--- src/rtl/tlb_refill_walker.sv ---
// tlb_refill_walker: two-level page-table walker that refills one TLB entry pair per miss
module tlb_refill_walker #(
  parameter int TLB_LINE  = 32,
  parameter int TLB_WIDTH = 5,
  parameter int WIRED     = 4
) (
  input  logic                 clk,
  input  logic                 rst,
  input  logic                 miss_valid,
  output logic                 miss_ready,
  input  logic [31:0]          miss_vaddr,
  input  logic [7:0]           miss_asid,
  input  logic [19:0]          pgd_base,
  input  logic                 flush,
  output logic                 mem_req,
  output logic [31:0]          mem_addr,
  input  logic                 mem_ack,
  input  logic [31:0]          mem_rdata,
  output logic                 tlb_we,
  output logic [TLB_WIDTH-1:0] tlb_index,
  output logic [31:0]          tlb_entryhi,
  output logic [31:0]          tlb_entrylo0,
  output logic [31:0]          tlb_entrylo1,
  output logic [31:0]          tlb_pagemask,
  output logic                 resp_valid,
  output logic                 resp_fault
);
  typedef enum logic [2:0] {IDLE, RD_PDE, RD_PTE0, RD_PTE1, WRITE, FAULT, DRAIN} state_t;
  state_t state, state_n;
  logic [18:0] vpn_q;
  logic [7:0] asid_q;
  logic [19:0] pgd_q;
  logic [19:0] pde_frame_q;
  logic [30:0] lo0_q;
  logic g0_q;
  logic [TLB_WIDTH-1:0] ptr_q;
  logic accept;
  logic rd;
  logic g;
  logic unused_ok;
  // EntryLo without its G bit: frame, cacheability from the PTE no-cache bit, D, V
  function automatic logic [30:0] lo_base(input logic [19:0] frame, input logic [2:0] cdv);
    return {6'b0, frame, cdv[2] ? 3'b010 : 3'b011, cdv[1], cdv[0]};
  endfunction
  assign accept = state == IDLE && miss_valid;
  assign rd = state == RD_PDE || state == RD_PTE0 || state == RD_PTE1;
  assign g = g0_q & mem_rdata[8];
  assign unused_ok = ^{miss_vaddr[12:0], mem_rdata[11:9], mem_rdata[7:3]};
  // state register; async reset abandons any walk in flight
  always_ff @(posedge clk or posedge rst)
    if (rst) state <= IDLE;
    else state <= state_n;
  // next state: a flush without ack must drain the outstanding read before going idle
  always_comb begin
    state_n = state;
    case (state)
      IDLE:    state_n = miss_valid ? RD_PDE : IDLE;
      RD_PDE:  state_n = mem_ack ? (flush ? IDLE : mem_rdata[0] ? RD_PTE0 : FAULT) : flush ? DRAIN : RD_PDE;
      RD_PTE0: state_n = mem_ack ? (flush ? IDLE : RD_PTE1) : flush ? DRAIN : RD_PTE0;
      RD_PTE1: state_n = mem_ack ? (flush ? IDLE : WRITE) : flush ? DRAIN : RD_PTE1;
      WRITE:   state_n = IDLE;
      FAULT:   state_n = IDLE;
      DRAIN:   state_n = mem_ack ? IDLE : DRAIN;
      default: state_n = IDLE;
    endcase
  end
  // walk datapath: request capture, PDE/PTE latches, entry build and replacement pointer
  always_ff @(posedge clk or posedge rst)
    if (rst) begin
      vpn_q <= '0;
      asid_q <= '0;
      pgd_q <= '0;
      pde_frame_q <= '0;
      lo0_q <= '0;
      g0_q <= 1'b0;
      ptr_q <= TLB_WIDTH'(WIRED);
      tlb_entryhi <= '0;
      tlb_entrylo0 <= '0;
      tlb_entrylo1 <= '0;
    end else begin
      if (accept) begin
        vpn_q <= miss_vaddr[31:13];
        asid_q <= miss_asid;
        pgd_q <= pgd_base;
      end
      if (state == RD_PDE && mem_ack) pde_frame_q <= mem_rdata[31:12];
      if (state == RD_PTE0 && mem_ack) begin
        lo0_q <= lo_base(mem_rdata[31:12], mem_rdata[2:0]);
        g0_q <= mem_rdata[8];
      end
      if (state == RD_PTE1 && mem_ack && !flush) begin
        tlb_entryhi <= {vpn_q, 5'b0, asid_q};
        tlb_entrylo0 <= {lo0_q, g};
        tlb_entrylo1 <= {lo_base(mem_rdata[31:12], mem_rdata[2:0]), g};
      end
      if (state == WRITE)
        ptr_q <= ptr_q == TLB_WIDTH'(TLB_LINE - 1) ? TLB_WIDTH'(WIRED) : ptr_q + TLB_WIDTH'(1);
    end
  // outputs decoded from state; read address is a pure function of latched walk state
  always_comb begin
    miss_ready = state == IDLE;
    mem_req = rd;
    mem_addr = state == RD_PDE  ? {pgd_q, vpn_q[18:9], 2'b00} :
               state == RD_PTE0 ? {pde_frame_q, vpn_q[8:0], 3'b000} :
               state == RD_PTE1 ? {pde_frame_q, vpn_q[8:0], 3'b100} : 32'h0;
    tlb_we = state == WRITE;
    tlb_index = ptr_q;
    tlb_pagemask = 32'h0;
    resp_valid = state == WRITE || state == FAULT;
    resp_fault = state == FAULT;
  end
endmodule
--- config.mk ---
export PLATFORM = sky130hd
export DESIGN_NAME = tlb_refill_walker
export DESIGN_NICKNAME = d
export VERILOG_FILES = /design/src/rtl/tlb_refill_walker.sv
export SDC_FILE = /design/constraint.sdc
export NUM_CORES = 1
export LEC_CHECK = 0
export ABC_AREA = 1
export CORE_AREA = 2 2 117 119
export CTS_BUF_LIST = sky130_fd_sc_hd__clkbuf_16
export DETAILED_ROUTE_END_ITERATION = 16
export DIE_AREA = 0 0 119 121
export DONT_BUFFER_PORTS = 1
export PLACE_DENSITY = 0.76
export SLEW_MARGIN = 15
export SYNTH_ARGS = -nofsm -noshare
export SYNTH_HDL_FRONTEND = slang
export SYNTH_SLANG_ARGS = --single-unit
--- constraint.sdc ---
create_clock -name clk -period 7.95 [get_ports clk]
set_input_delay 1.1925 -clock clk [delete_from_list [all_inputs] [get_ports clk]]
set_output_delay 1.1925 -clock clk [all_outputs]
set_load 0.03 [all_outputs]
==> results.sh <==
export IMPL_min_path_type="reg2reg"
export IMPL_yosys_area_top_type="dfrtp_1"
export IMPL_r2r_start="state[1]$_DFF_PP0_"
export IMPL_path_class="reg2out"
export IMPL_cts_resized=0
export IMPL_fin_crit_sh=0.525
export IMPL_synth_seq_cells=176
export IMPL_required_ns=6.76
export IMPL_rsz0062_at_grt="false"
export IMPL_antenna_found_initial=0
export IMPL_cts_tree="yes"
export IMPL_start_kind="flop"
export IMPL_num_fill_cells=1179
export IMPL_status="complete, no violations"
export IMPL_dp_slack_ns=4.24
export IMPL_grt_pass1_wl_mm=25.3
export IMPL_yosys_area_top_type_share=0.564
export IMPL_grt_ovfl_total=0
export IMPL_cellLeakagePower_nw=4.20
export IMPL_vias_per_cell=5.10
export IMPL_core_region_area_um2=13100
export IMPL_die_y_um=121
export IMPL_rr_endpoint="tlb_entrylo0[9]$_DFFE_PP0P_"
export IMPL_numCtsBuffers=17
export IMPL_r2r_cells=6
export IMPL_p_per_area_nw_per_um2=443
export IMPL_final_antenna_net_count=0
export IMPL_cp_arrival_ns=2.98
export IMPL_start_util=0.594
export IMPL_fmax_mhz=239
export IMPL_die_area_um2=14400
export IMPL_tns_ns=0
export IMPL_syn_avg_cell_area_um2=9.13
export IMPL_finClkSkew_ns=0.00508
export IMPL_hold_path_startpoint="lo0_q[3]$_DFFE_PP0P_"
export IMPL_clock_sinks=176
export IMPL_finish_net_count=935
export IMPL_final_hold_viol_count=0
export IMPL_clockBufferDepth=2
export IMPL_drc=0
export IMPL_synthToLayoutAreaGrowth_pct=4.00
export IMPL_place_hpwl_mm=10.9
export IMPL_relSlewSlack=0.226
export IMPL_hold_depth=2
export IMPL_post_cts_buffers=0
export IMPL_htreeDepth=4
export IMPL_ys_warn_count=0
export IMPL_dr_pass1_iters=4
export IMPL_setup_viol=0
export IMPL_drive_above_1_share=0.0899
export IMPL_regArea_um2=4410
export IMPL_wl_mm=15.7
export IMPL_io_buffers=0
export IMPL_cts_clk_slew_worst_paths_ns=0.06
export IMPL_hold_buffers=0
export IMPL_fin_crit_ns=4.18
export IMPL_synth_cell_types=29
export IMPL_grt_max_degree=97
export IMPL_cts_root_buf="clkbuf_16"
export IMPL_synthCells=851
export IMPL_endpoint_kind="output port"
export IMPL_vias=5211
export IMPL_cap_violations=0
export IMPL_syn_area_um2=7770
export IMPL_grt_pass1_vias=4956
export IMPL_multi_input_area_um2=2480
export IMPL_hold_end="lo0_q[3]$_DFFE_PP0P_"
export IMPL_num_rows=42
export IMPL_synth_edf_count=0
export IMPL_gp_congestion=0.786
export IMPL_io_pin_count=267
export IMPL_worst_slew_pin_slew_ns=1.15
export IMPL_wl_per_cell_um=15.4
export IMPL_ys_flop_type="dfrtp_1"
export IMPL_async_flop_share=1.00
export IMPL_diodes=0
export IMPL_vdd_drop_max_uv=233
export IMPL_cp_max_fo=19
export IMPL_clkLatencyLatePin_ns=0.42
export IMPL_reg2reg_slack_ns=5.55
export IMPL_drv_slew=0
export IMPL_layout_setup_ws_ns=3.77
export IMPL_yosys_top_cells_area="dfrtp_1 (56%), nand2_1 (11%), buf_4 (5.5%)"
export IMPL_grt_util_all_layers=0.226
export IMPL_final_util=0.617
export IMPL_ys_seq_area_frac=0.567
export IMPL_initialDrtViolationCount=261
export IMPL_die_width_um=119
==> critical path, stage by stage (launching register included) <==
cell     delay [ns]
dfrtp_1        0.51
nor3_4         0.73
inv_2          0.34
o21ai_0        0.98
==> cell usage after synthesis (3+ instances only) <==
master	count
a21oi_1	34
buf_4	57
buf_6	17
clkbuf_1	18
dfrtp_1	175
ha_1	6
inv_1	93
inv_2	3
nand2_1	225
nand3_1	25
nor2_1	40
nor3_1	3
o21ai_0	65
o21ai_1	35
o21ai_2	27
o22ai_1	10
==> worst max path at each step <==
| stage | from | end | slack [ns] | depth (start not counted) |
|---|---|---|---|---|
| 3_5_place_dp | state[2]$_DFF_PP0_ | mem_addr[17] | 4.24 | 3 |
| 2_1_floorplan | rst | asid_q[0]$_DFFE_PP0P_ | 1.99 | 1 |
| 4_1_cts | state[2]$_DFF_PP0_ | mem_addr[17] | 3.79 | 3 |
| 6_report | state[1]$_DFF_PP0_ | mem_addr[17] | 3.77 | 3 |
| 5_1_grt | state[2]$_DFF_PP0_ | mem_addr[17] | 3.58 | 3 |
| 3_3_place_gp | state[2]$_DFF_PP0_ | mem_addr[17] | 4.25 | 3 |
==> per-layer routing <==
layer / part of all wire / track usage / up-vias / wire length [um]
li1: - / - / 2527 / -
met3: 0.083 / 0.0879 / 26 / 1300
met1: 0.41 / 0.279 / 2463 / 6410
met4: 0.021 / 0.0774 / 0 / 327
met2: 0.49 / 0.366 / 195 / 7640
met5: 0 / 0 / - / 0
==> where the power goes <==
part | leakage [nW] | switching [W] | internal [W]
sequential | 2.18 | 0.000525 | 0.00126
combinational | 1.75 | 0.000749 | 0.000271
clock | 0.271 | 0.000346 | 0.000429
total | 4.20 | 0.00162 | 0.00196
==> registers in the layout, indices dropped and copies added, names as in the netlist <==
name and flops:
vpn_q 19, g0_q 1, lo0_q 24, pde_frame_q 20, pgd_q 20, tlb_index 5, tlb_entrylo1 25, tlb_entryhi 27
asid_q 8, tlb_entrylo0 24, state 3
==> stage by stage <==
step | instances | hold slack (ns) | power (W) | cell area [um^2]
after CTS | 1021 | 0.452 | 0.00361 | 8080
after floorplan | 903 | 0.420 | 0.00266 | 7960
final | 1021 | 0.453 | 0.00358 | 8080
after global placement | 989 | 0.429 | 0.00279 | 7530
after detailed placement | 989 | 0.437 | 0.00283 | 7530
after global routing | 1021 | 0.469 | 0.00382 | 8080
==> cell usage in the layout, fill, tap and decap left out, drive strengths merged <==
master    netlist  layout
ha              6       6
nor2           42      42
clkinvlp        0       2
nand2         228     228
bufinv          0       1
dfstp           1       1
dfrtp         175     175
nor3            4       4
o21ai         127     127
clkbuf         19      17
nand3          27      27
a21oi          34      34
o22ai          10      10
inv            96      98
clkinv          1      11
conb            1      53
buf            78       7
nand4           2       2
==> logic make-up after synthesis <==
logic type               Yosys count  share of synthesized area
AND/OR/NAND/NOR                  303                      0.158
buffers and inverters            194                      0.139
flip-flops                       176                      0.567
AO/OA/AOI/OAI                    171                      0.125
adder cells (fa/ha/maj)            6                    0.00967
other                              1                   0.000483
==> final cells by class <==
class                   count  share of cell area
flip-flops and latches    176               0.545
multi-input cells         533               0.307
clock buffers              17              0.0527
inverters                  97              0.0457
well taps                 176              0.0273
clock inverters            15              0.0152
repair buffers              7             0.00651
Power figures use the tool's default switching activity.
